$ cat config.mk
export PLATFORM = sky130hd
export DESIGN_NAME = bcd_seg_scan
export DESIGN_NICKNAME = d
export VERILOG_FILES = /design/src/rtl/bcd_seg_pkg.sv /design/src/rtl/bcd_to_7seg.sv /design/src/rtl/bcd_seg_scan.sv
export SDC_FILE = /design/constraint.sdc
export NUM_CORES = 1
export LEC_CHECK = 0
export ABC_CLOCK_PERIOD_IN_PS = 3320
export BUFFER_PORTS_ARGS = -buffer_cell sky130_fd_sc_hd__buf_2
export CORE_ASPECT_RATIO = 0.5
export CORE_MARGIN = 2
export CORE_UTILIZATION = 55
export DETAILED_ROUTE_END_ITERATION = 7
export GPL_ROUTABILITY_DRIVEN = 0
export GPL_TIMING_DRIVEN = 0
export PLACE_DENSITY_LB_ADDON = 0.12
export SLEW_MARGIN = 0
export SYNTH_ARGS = -nofsm -noshare
export SYNTH_HDL_FRONTEND = slang
export SYNTH_SLANG_ARGS = --single-unit
$ cat constraint.sdc
create_clock -name clk -period 3.32 [get_ports clk]
set_clock_uncertainty 0.1 [all_clocks]
set_input_delay 0.166 -clock clk [delete_from_list [all_inputs] [get_ports clk]]
set_output_delay 0.166 -clock clk [all_outputs]
set_load 0.02 [all_outputs]
$ cat src/rtl/bcd_seg_pkg.sv
// Shared definitions for the 3-digit BCD 7-segment scanner: scan state
// encodings, logical (active-high) segment patterns and small helpers.
package bcd_seg_pkg;

   typedef enum logic [1:0] {
      ST_ONES = 2'd0,
      ST_TENS = 2'd1,
      ST_HUND = 2'd2
   } scan_st_e;

   // Segment order {a,b,c,d,e,f,g}, bit 6 = a, logical active-high
   localparam logic [6:0] SEG_0     = 7'b1111110;
   localparam logic [6:0] SEG_1     = 7'b0110000;
   localparam logic [6:0] SEG_2     = 7'b1101101;
   localparam logic [6:0] SEG_3     = 7'b1111001;
   localparam logic [6:0] SEG_4     = 7'b0110011;
   localparam logic [6:0] SEG_5     = 7'b1011011;
   localparam logic [6:0] SEG_6     = 7'b1011111;
   localparam logic [6:0] SEG_7     = 7'b1110000;
   localparam logic [6:0] SEG_8     = 7'b1111111;
   localparam logic [6:0] SEG_9     = 7'b1111011;
   localparam logic [6:0] SEG_DASH  = 7'b0000001;
   localparam logic [6:0] SEG_BLANK = 7'b0000000;

   // Digit enable for a scan state: bit0 ones, bit1 tens, bit2 hundreds
   function automatic logic [2:0] st_onehot(input scan_st_e st);
      logic [2:0] oh;
      oh = 3'b000;
      case (st)
         ST_ONES: oh = 3'b001;
         ST_TENS: oh = 3'b010;
         ST_HUND: oh = 3'b100;
         default: oh = 3'b000;
      endcase
      return oh;
   endfunction

   // True when a packed BCD word holds any non-decimal nibble
   function automatic logic bcd_has_invalid(input logic [11:0] w);
      return (w[11:8] > 4'd9) || (w[7:4] > 4'd9) || (w[3:0] > 4'd9);
   endfunction

endpackage

$ cat src/rtl/bcd_to_7seg.sv
// Combinational nibble to 7-segment decoder (logical active-high).
// Nibbles above 9 render as a dash so bad converter output is visible.
module bcd_to_7seg
   import bcd_seg_pkg::*;
(
   input  logic [3:0] nib_i,
   output logic [6:0] seg_o
);

   // Lookup of the decimal glyphs; everything else is a dash
   always_comb begin
      seg_o = SEG_DASH;
      case (nib_i)
         4'd0:    seg_o = SEG_0;
         4'd1:    seg_o = SEG_1;
         4'd2:    seg_o = SEG_2;
         4'd3:    seg_o = SEG_3;
         4'd4:    seg_o = SEG_4;
         4'd5:    seg_o = SEG_5;
         4'd6:    seg_o = SEG_6;
         4'd7:    seg_o = SEG_7;
         4'd8:    seg_o = SEG_8;
         4'd9:    seg_o = SEG_9;
         default: seg_o = SEG_DASH;
      endcase
   end

endmodule

$ cat src/rtl/bcd_seg_scan.sv
// Time-multiplexed 3-digit 7-segment driver fed by a packed BCD word.
// Optional leading-zero blanking is enabled by defining BCD_SEG_BLANK_EN.
//
// state   | meaning
// --------+-------------------------------------------
// ST_ONES | ones digit selected (an bit0), reset state
// ST_TENS | tens digit selected (an bit1)
// ST_HUND | hundreds digit selected (an bit2)
//
// Outputs are registered from the current state and shadow value, so an
// and seg always switch together on the same edge.
module bcd_seg_scan
   import bcd_seg_pkg::*;
#(
   parameter int SCAN_DIV    = 1000,
   parameter bit SEG_ACT_LOW = 1'b0
) (
   input  logic        clk,
   input  logic        rst,
   input  logic [11:0] bcd_in,
   input  logic        load,
   output logic [6:0]  seg,
   output logic [2:0]  an,
   output logic        digit_err
);

   localparam int               DIV_W    = (SCAN_DIV > 1) ? $clog2(SCAN_DIV) : 1;
   localparam logic [DIV_W-1:0] DIV_LAST = DIV_W'(SCAN_DIV - 1);
   localparam logic [6:0]       SEG_POL  = {7{SEG_ACT_LOW}};
   localparam logic [2:0]       AN_POL   = {3{SEG_ACT_LOW}};

   logic [DIV_W-1:0] div_q, div_d;
   scan_st_e         st_q, st_d;
   logic [11:0]      val_q, val_d;
   logic             err_q, err_d;
   logic [6:0]       seg_q, seg_d;
   logic [2:0]       an_q, an_d;

   logic             tick;
   logic [3:0]       nib_sel;
   logic [6:0]       dec_seg;
   logic             blank;

   assign tick = (div_q == DIV_LAST);

   // Prescaler: free-running 0..SCAN_DIV-1, terminal count is the scan tick
   always_comb begin
      div_d = div_q + DIV_W'(1);
      if (tick) begin
         div_d = '0;
      end
   end

   // Scan FSM next state: rotate ones -> tens -> hundreds on each tick
   always_comb begin
      st_d = st_q;
      if (tick) begin
         case (st_q)
            ST_ONES: st_d = ST_TENS;
            ST_TENS: st_d = ST_HUND;
            ST_HUND: st_d = ST_ONES;
            default: st_d = ST_ONES;
         endcase
      end
   end

   // Shadow register and error flag follow the load strobe only
   always_comb begin
      val_d = val_q;
      err_d = err_q;
      if (load) begin
         val_d = bcd_in;
         err_d = bcd_has_invalid(bcd_in);
      end
   end

   // Select the nibble of the currently enabled digit
   always_comb begin
      nib_sel = val_q[3:0];
      case (st_q)
         ST_ONES: nib_sel = val_q[3:0];
         ST_TENS: nib_sel = val_q[7:4];
         ST_HUND: nib_sel = val_q[11:8];
         default: nib_sel = val_q[3:0];
      endcase
   end

   bcd_to_7seg u_dec (
      .nib_i (nib_sel),
      .seg_o (dec_seg)
   );

`ifdef BCD_SEG_BLANK_EN
   // Leading-zero blanking; an invalid hundreds nibble counts as non-zero
   always_comb begin
      blank = 1'b0;
      case (st_q)
         ST_HUND: blank = (val_q[11:8] == 4'd0);
         ST_TENS: blank = (val_q[11:8] == 4'd0) && (val_q[7:4] == 4'd0);
         default: blank = 1'b0;
      endcase
   end
`else
   // All digits always decoded, leading zeros included
   always_comb begin
      blank = 1'b0;
   end
`endif

   // Output register inputs, polarity applied here for common-anode boards
   always_comb begin
      seg_d = (blank ? SEG_BLANK : dec_seg) ^ SEG_POL;
      an_d  = st_onehot(st_q) ^ AN_POL;
   end

   // State, shadow and output registers with asynchronous reset
   always_ff @(posedge clk or posedge rst) begin
      if (rst) begin
         div_q <= '0;
         st_q  <= ST_ONES;
         val_q <= 12'h000;
         err_q <= 1'b0;
         seg_q <= SEG_BLANK ^ SEG_POL;
         an_q  <= 3'b000 ^ AN_POL;
      end else begin
         div_q <= div_d;
         st_q  <= st_d;
         val_q <= val_d;
         err_q <= err_d;
         seg_q <= seg_d;
         an_q  <= an_d;
      end
   end

   assign seg       = seg_q;
   assign an        = an_q;
   assign digit_err = err_q;

endmodule
### After elaboration in Yosys (flattened, before gate mapping)

Memories as Yosys holds them, arrays and structs flattened. A register that Yosys moved wholly into a read port is not among the register bits.
Cells that the tools add are included.

* add/sub/neg operators: 1
* magnitude comparators: 3
* equal/unequal tests: 3
* muxes and demuxes: 4
* reduce and logical (&&, ||, !) cells: 3

Operators with widths (count)
* $gt 4x4->1 const B: 3
* $add 10x1->10 const B: 1
* $eq 10x10->1 const B: 1
* $mux 10: 1
* $pmux 3 s3: 1
* $pmux 4 s2: 1
* $pmux 2 s2: 1
* $eq 2x1->1 const B: 1
* $eq 2x2->1 const B: 1
* $logic_not 2->1: 1
* $logic_or 1x1->1: 2

* register bits after elaboration: 28
* ROM bits: 112
* input bits: 15
* output and inout bits: 11
* word-level logic and storage cells: 20
* memories: 1

Memory list
* (no name shown): words 16, bits a word 7, read ports 1, clocked after memory_dff 1, wr ports 0, RTL line bcd_to_7seg.sv:13 `case (nib_i)`

### Logic depth before layout (Yosys ltp)

* word-level depth: 3
* gate-level depth with buffers: 10
* gate-level depth less buffers: 10

### Modules after synthesis

Synthesis repeated with hierarchy kept, for this count alone.

* cell total of the unflattened synthesis: 139
* area total of the unflattened synthesis: 1634.1 um^2

By module, submodules not included
* bcd_seg_scan: times used 1, cells an instance 111, area an instance 1431.4 um^2
* bcd_to_7seg: times used 1, cells an instance 28, area an instance 202.7 um^2

### Worst setup path after synthesis

Ideal clock, no wire load.

* kind: register to register
* from: reg st_q[0]
* to: reg seg_q[6], in the netlist seg[6]
* library setup time: 78 ps
* arrival: 2367 ps
* setup slack: 775 ps
* stages on the path, launching flop included: 10
* buffers on the path: 1
* clock period less this slack: 2545 ps
* cell sequence: dfrtp_1 inv_1 ha_1 buf_2 mux2i_1 inv_1 ha_1 or2_0 a311oi_2 o21bai_1

* cells in the longest elaborated chain, start to end: 2
* elaborated cells between the ends (all ways): 3

Ends and longest elaborated chain
* from (decl): RTL line bcd_seg_scan.sv:33 `scan_st_e st_q, st_d;`
* from (signal assigned): RTL line bcd_seg_scan.sv:127 `st_q <= st_d;`
* $eq 2x2->1 or $eq 2x1->1 (tied branches): RTL line bcd_seg_scan.sv:80 `case (st_q)`
* $pmux 4 s2 *: RTL line bcd_seg_scan.sv:80
* to (decl): RTL line bcd_seg_scan.sv:36 `logic [6:0] seg_q, seg_d;`

Mark *: on every way between the ends. The rest lies on a longest branch, timed or not.
A chain may end at the register's enable or synchronous reset.

### Worst setup path in the final report

Same ends and word-level chain as after synthesis.

==> flow_summary_export.csv <==
group,metric,value,unit
outcome,outcome,"finished, final reports clean",
floorplanning,die_x,83.1,um
placed_design,dp_cells,210,
synthesis,synthFlopType,"dfrtp_1",
detailed_routing,drc,0,
final_layout,fin_nets,205,
detailed_routing,wirelength,2890,um
grt,grt_pass1_vias,1083,
clocking,clockBufferDepth,2,
timing,finalSetupTns,0,ns
timing,worstMarginPinSlew,0.701,ns
timing,finalMaxSlewViolations,0,
detailed_routing,routed_via_density,5.27,
synthesis,ys_seq_area_frac,0.509,
power_and_ir_drop,finalPower,0.891,mW
timing,worst_hold_slack,0.0148,ns
final_layout,final_area,1990,um^2
timing,fin_crit,2.90,ns
placed_design,preCtsSetupSlack,0.422,ns
final_layout,n_antenna_cell,0,
timing,finalHoldViolations,0,
worst_setup_path,cp-end-kind,"flop",
synthesis,synth_cell_type_count,37,
power_and_ir_drop,p_leak,0.901,nW
worst_setup_path,critPathMaxStageDelay,0.52,ns
clocking,cts_tree,"built",
synthesis,yosysTopAreaCell,"dfrtp_1",
timing,slew_headroom,0.532,
worst_setup_path,required,3.43,ns
worst_setup_path,path_class,"flop to flop",
detailed_routing,drt-initial-drc-count,43,
final_layout,area_growth,15.5,%
timing,timing.final.crit_share,0.874,
clocking,cts_buffers,5,
placed_design,place_area,1900,um^2
min_path,hold_class,"input pin to flop",
synthesis,yosysWarnings,0,
worst_setup_path,cp_cell_sequence,"inv_1 -> ha_1 -> buf_2 -> mux2i_1 -> inv_1 -> ha_1 -> or2_0 -> a311oi_2 -> o21bai_1",
clocking,clk_pin_slew,0.07,ns
clocking,root_buffer,"clkbuf_8",
grt,grt_pass1_wl,4900,um
placed_design,port_buffers,25,
synthesis,synth_top_cells_by_count,"dfrtp_1, mux2_2, ha_1, nand2_1, nor2_1",
floorplanning,die_area,3620,um^2
final_layout,nFillCells,231,
synthesis,synthArstFlopShare,1.00,
synthesis,yosys-top-cells-area,"dfrtp_1, mux2_2, ha_1, nand2_1, nor2_1",
synthesis,synth_top_area_frac,0.509,
placed_design,post-dp-hpwl,2190,um
worst_setup_path,critical_path.max_fanout,10,
timing,setup_viol,0,
power_and_ir_drop,p_per_area,448,nW/um^2
synthesis,synth-edff-count,0,
final_layout,final_util,0.664,
clocking,cts_setup_buffers,0,
timing,fin_ws,0.417,ns
final_layout,instances_no_fill,219,
timing,timing.fmax,344,MHz
floorplanning,initial_core_util,0.575,
run,drv_cap,0,
grt,grt_max_degree,36,
timing,rsz0062_at_grt,"false",
grt,grtUsageTotal,0.177,
worst_setup_path,critical_path.slowest_cell,"mux2i_1",
floorplanning,chipHeight,43.6,um
detailed_routing,vias,1154,
worst_setup_path,crit_path_start_kind,"flop",
worst_setup_path,cp_num_buf_inv,3,
synthesis,syn_inst,145,
power_and_ir_drop,vdd_drop_max,0.000328,V
final_layout,layout-drive-gt1-share,0.313,
detailed_routing,drtAntennaViolNets,0,
synthesis,synthesis.nets,172,
grt,antenna_found_initial,0,
floorplanning,core,3000,um^2
synthesis,ys_seq_elements,35,
worst_setup_path,cp.arrival,3.01,ns
synthesis,synth_area,1720,um^2
clocking,worstSkewPairLatency,0.28,ns
synthesis,synth.avg_cell_area,11.9,um^2
detailed_routing,wl_per_cell,13.2,um
floorplanning,num_io_pins,26,
clocking,htreeDepth,2,
detailed_routing,first_pass_iters,4,
clocking,clock_sinks,35,
floorplanning,rows,14,
grt,grt-ovfl-total,0,
synthesis,synth.most_common_cell,"dfrtp_1",
worst_setup_path,critical-path-top-delay-family,"adder cells",
[cells in the final DEF, fill, tap and decap left out, drive strengths merged, types with 4 or more instances in the layout]
master and n:
mux2i 4, nor2 12, nand3 6, dfrtp 35
ha 12, buf 27, o21ai 6, mux2 15
nand2 12, clkbuf 7, inv 7
[flip-flops by register name (all words and copies together), names as in the netlist]
name       count
digit_err      1
st_q           2
div_q         10
an             3
seg            7
val_q         12
[worst register-to-register path, stage by stage (launching register included)]
cell      delay [ns]
dfrtp_1         0.40
inv_1           0.10
ha_1            0.39
buf_2           0.24
mux2i_1         0.52
inv_1           0.13
ha_1            0.26
or2_0           0.24
a311oi_2        0.31
o21bai_1        0.15
[routing by layer]
metal,GRT usage,wire length (um)
met1,0.237,1470
met4,0.0689,41
met3,0.0648,159
met5,0,0
met2,0.271,1220
[worst paths after layout]
| kind | endpoint | cells past startpoint | from | slack [ns] |
|---|---|---|---|---|
| setup / recovery | seg[6]$_DFF_PP0_ | 9 | st_q[0]$_DFFE_PP0N_ | 0.42 |
| hold / removal | val_q[0]$_DFFE_PP0P_ | 2 | bcd_in[0] | 0.01 |
| setup reg to reg | seg[6]$_DFF_PP0_ | 9 | st_q[0]$_DFFE_PP0N_ | 0.42 |
| hold reg to reg | div_q[0]$_DFF_PP0_ | 1 | div_q[0]$_DFF_PP0_ | 0.40 |
| max in group asynchronous | digit_err$_DFFE_PP0P_ | 3 | rst | 2.22 |
| min in group asynchronous | div_q[0]$_DFF_PP0_ | 3 | rst | 0.46 |
[area by class of cell]
class | instances | area [um^2] | area share
tap | 40 | 50.0 | 0.0252
inverter | 7 | 26.3 | 0.0132
clock buffer | 7 | 76.3 | 0.0384
timing repair buffer | 26 | 135 | 0.0680
multi-input combinational | 101 | 810 | 0.407
buffer | 2 | 10.0 | 0.00503
clock inverter | 1 | 5.00 | 0.00252
sequential | 35 | 876 | 0.441
[repair_timing]
item	in CTS	in global routing
endpoints found under the hold margin	0	35
gates resized for setup	0	0
hold buffers	0	1
endpoints found under the setup margin	0	0
[where the power goes]
part | switching (mW) | internal, mW
Combinational | 0.0752 | 0.0557
Sequential | 0.0151 | 0.456
Clock | 0.141 | 0.147
Total | 0.232 | 0.659
[kinds of logic after synthesis]
| logic type | count (synthesis) | share of synthesized area |
|---|---|---|
| simple gates | 37 | 0.103 |
| flops | 35 | 0.509 |
| compound gates | 28 | 0.126 |
| mux | 19 | 0.129 |
| fa+ha+maj | 12 | 0.0872 |
| buf+inv | 9 | 0.0211 |
| xor+xnor | 5 | 0.0254 |
No activity file was read; power rests on OpenSTA's default activity.
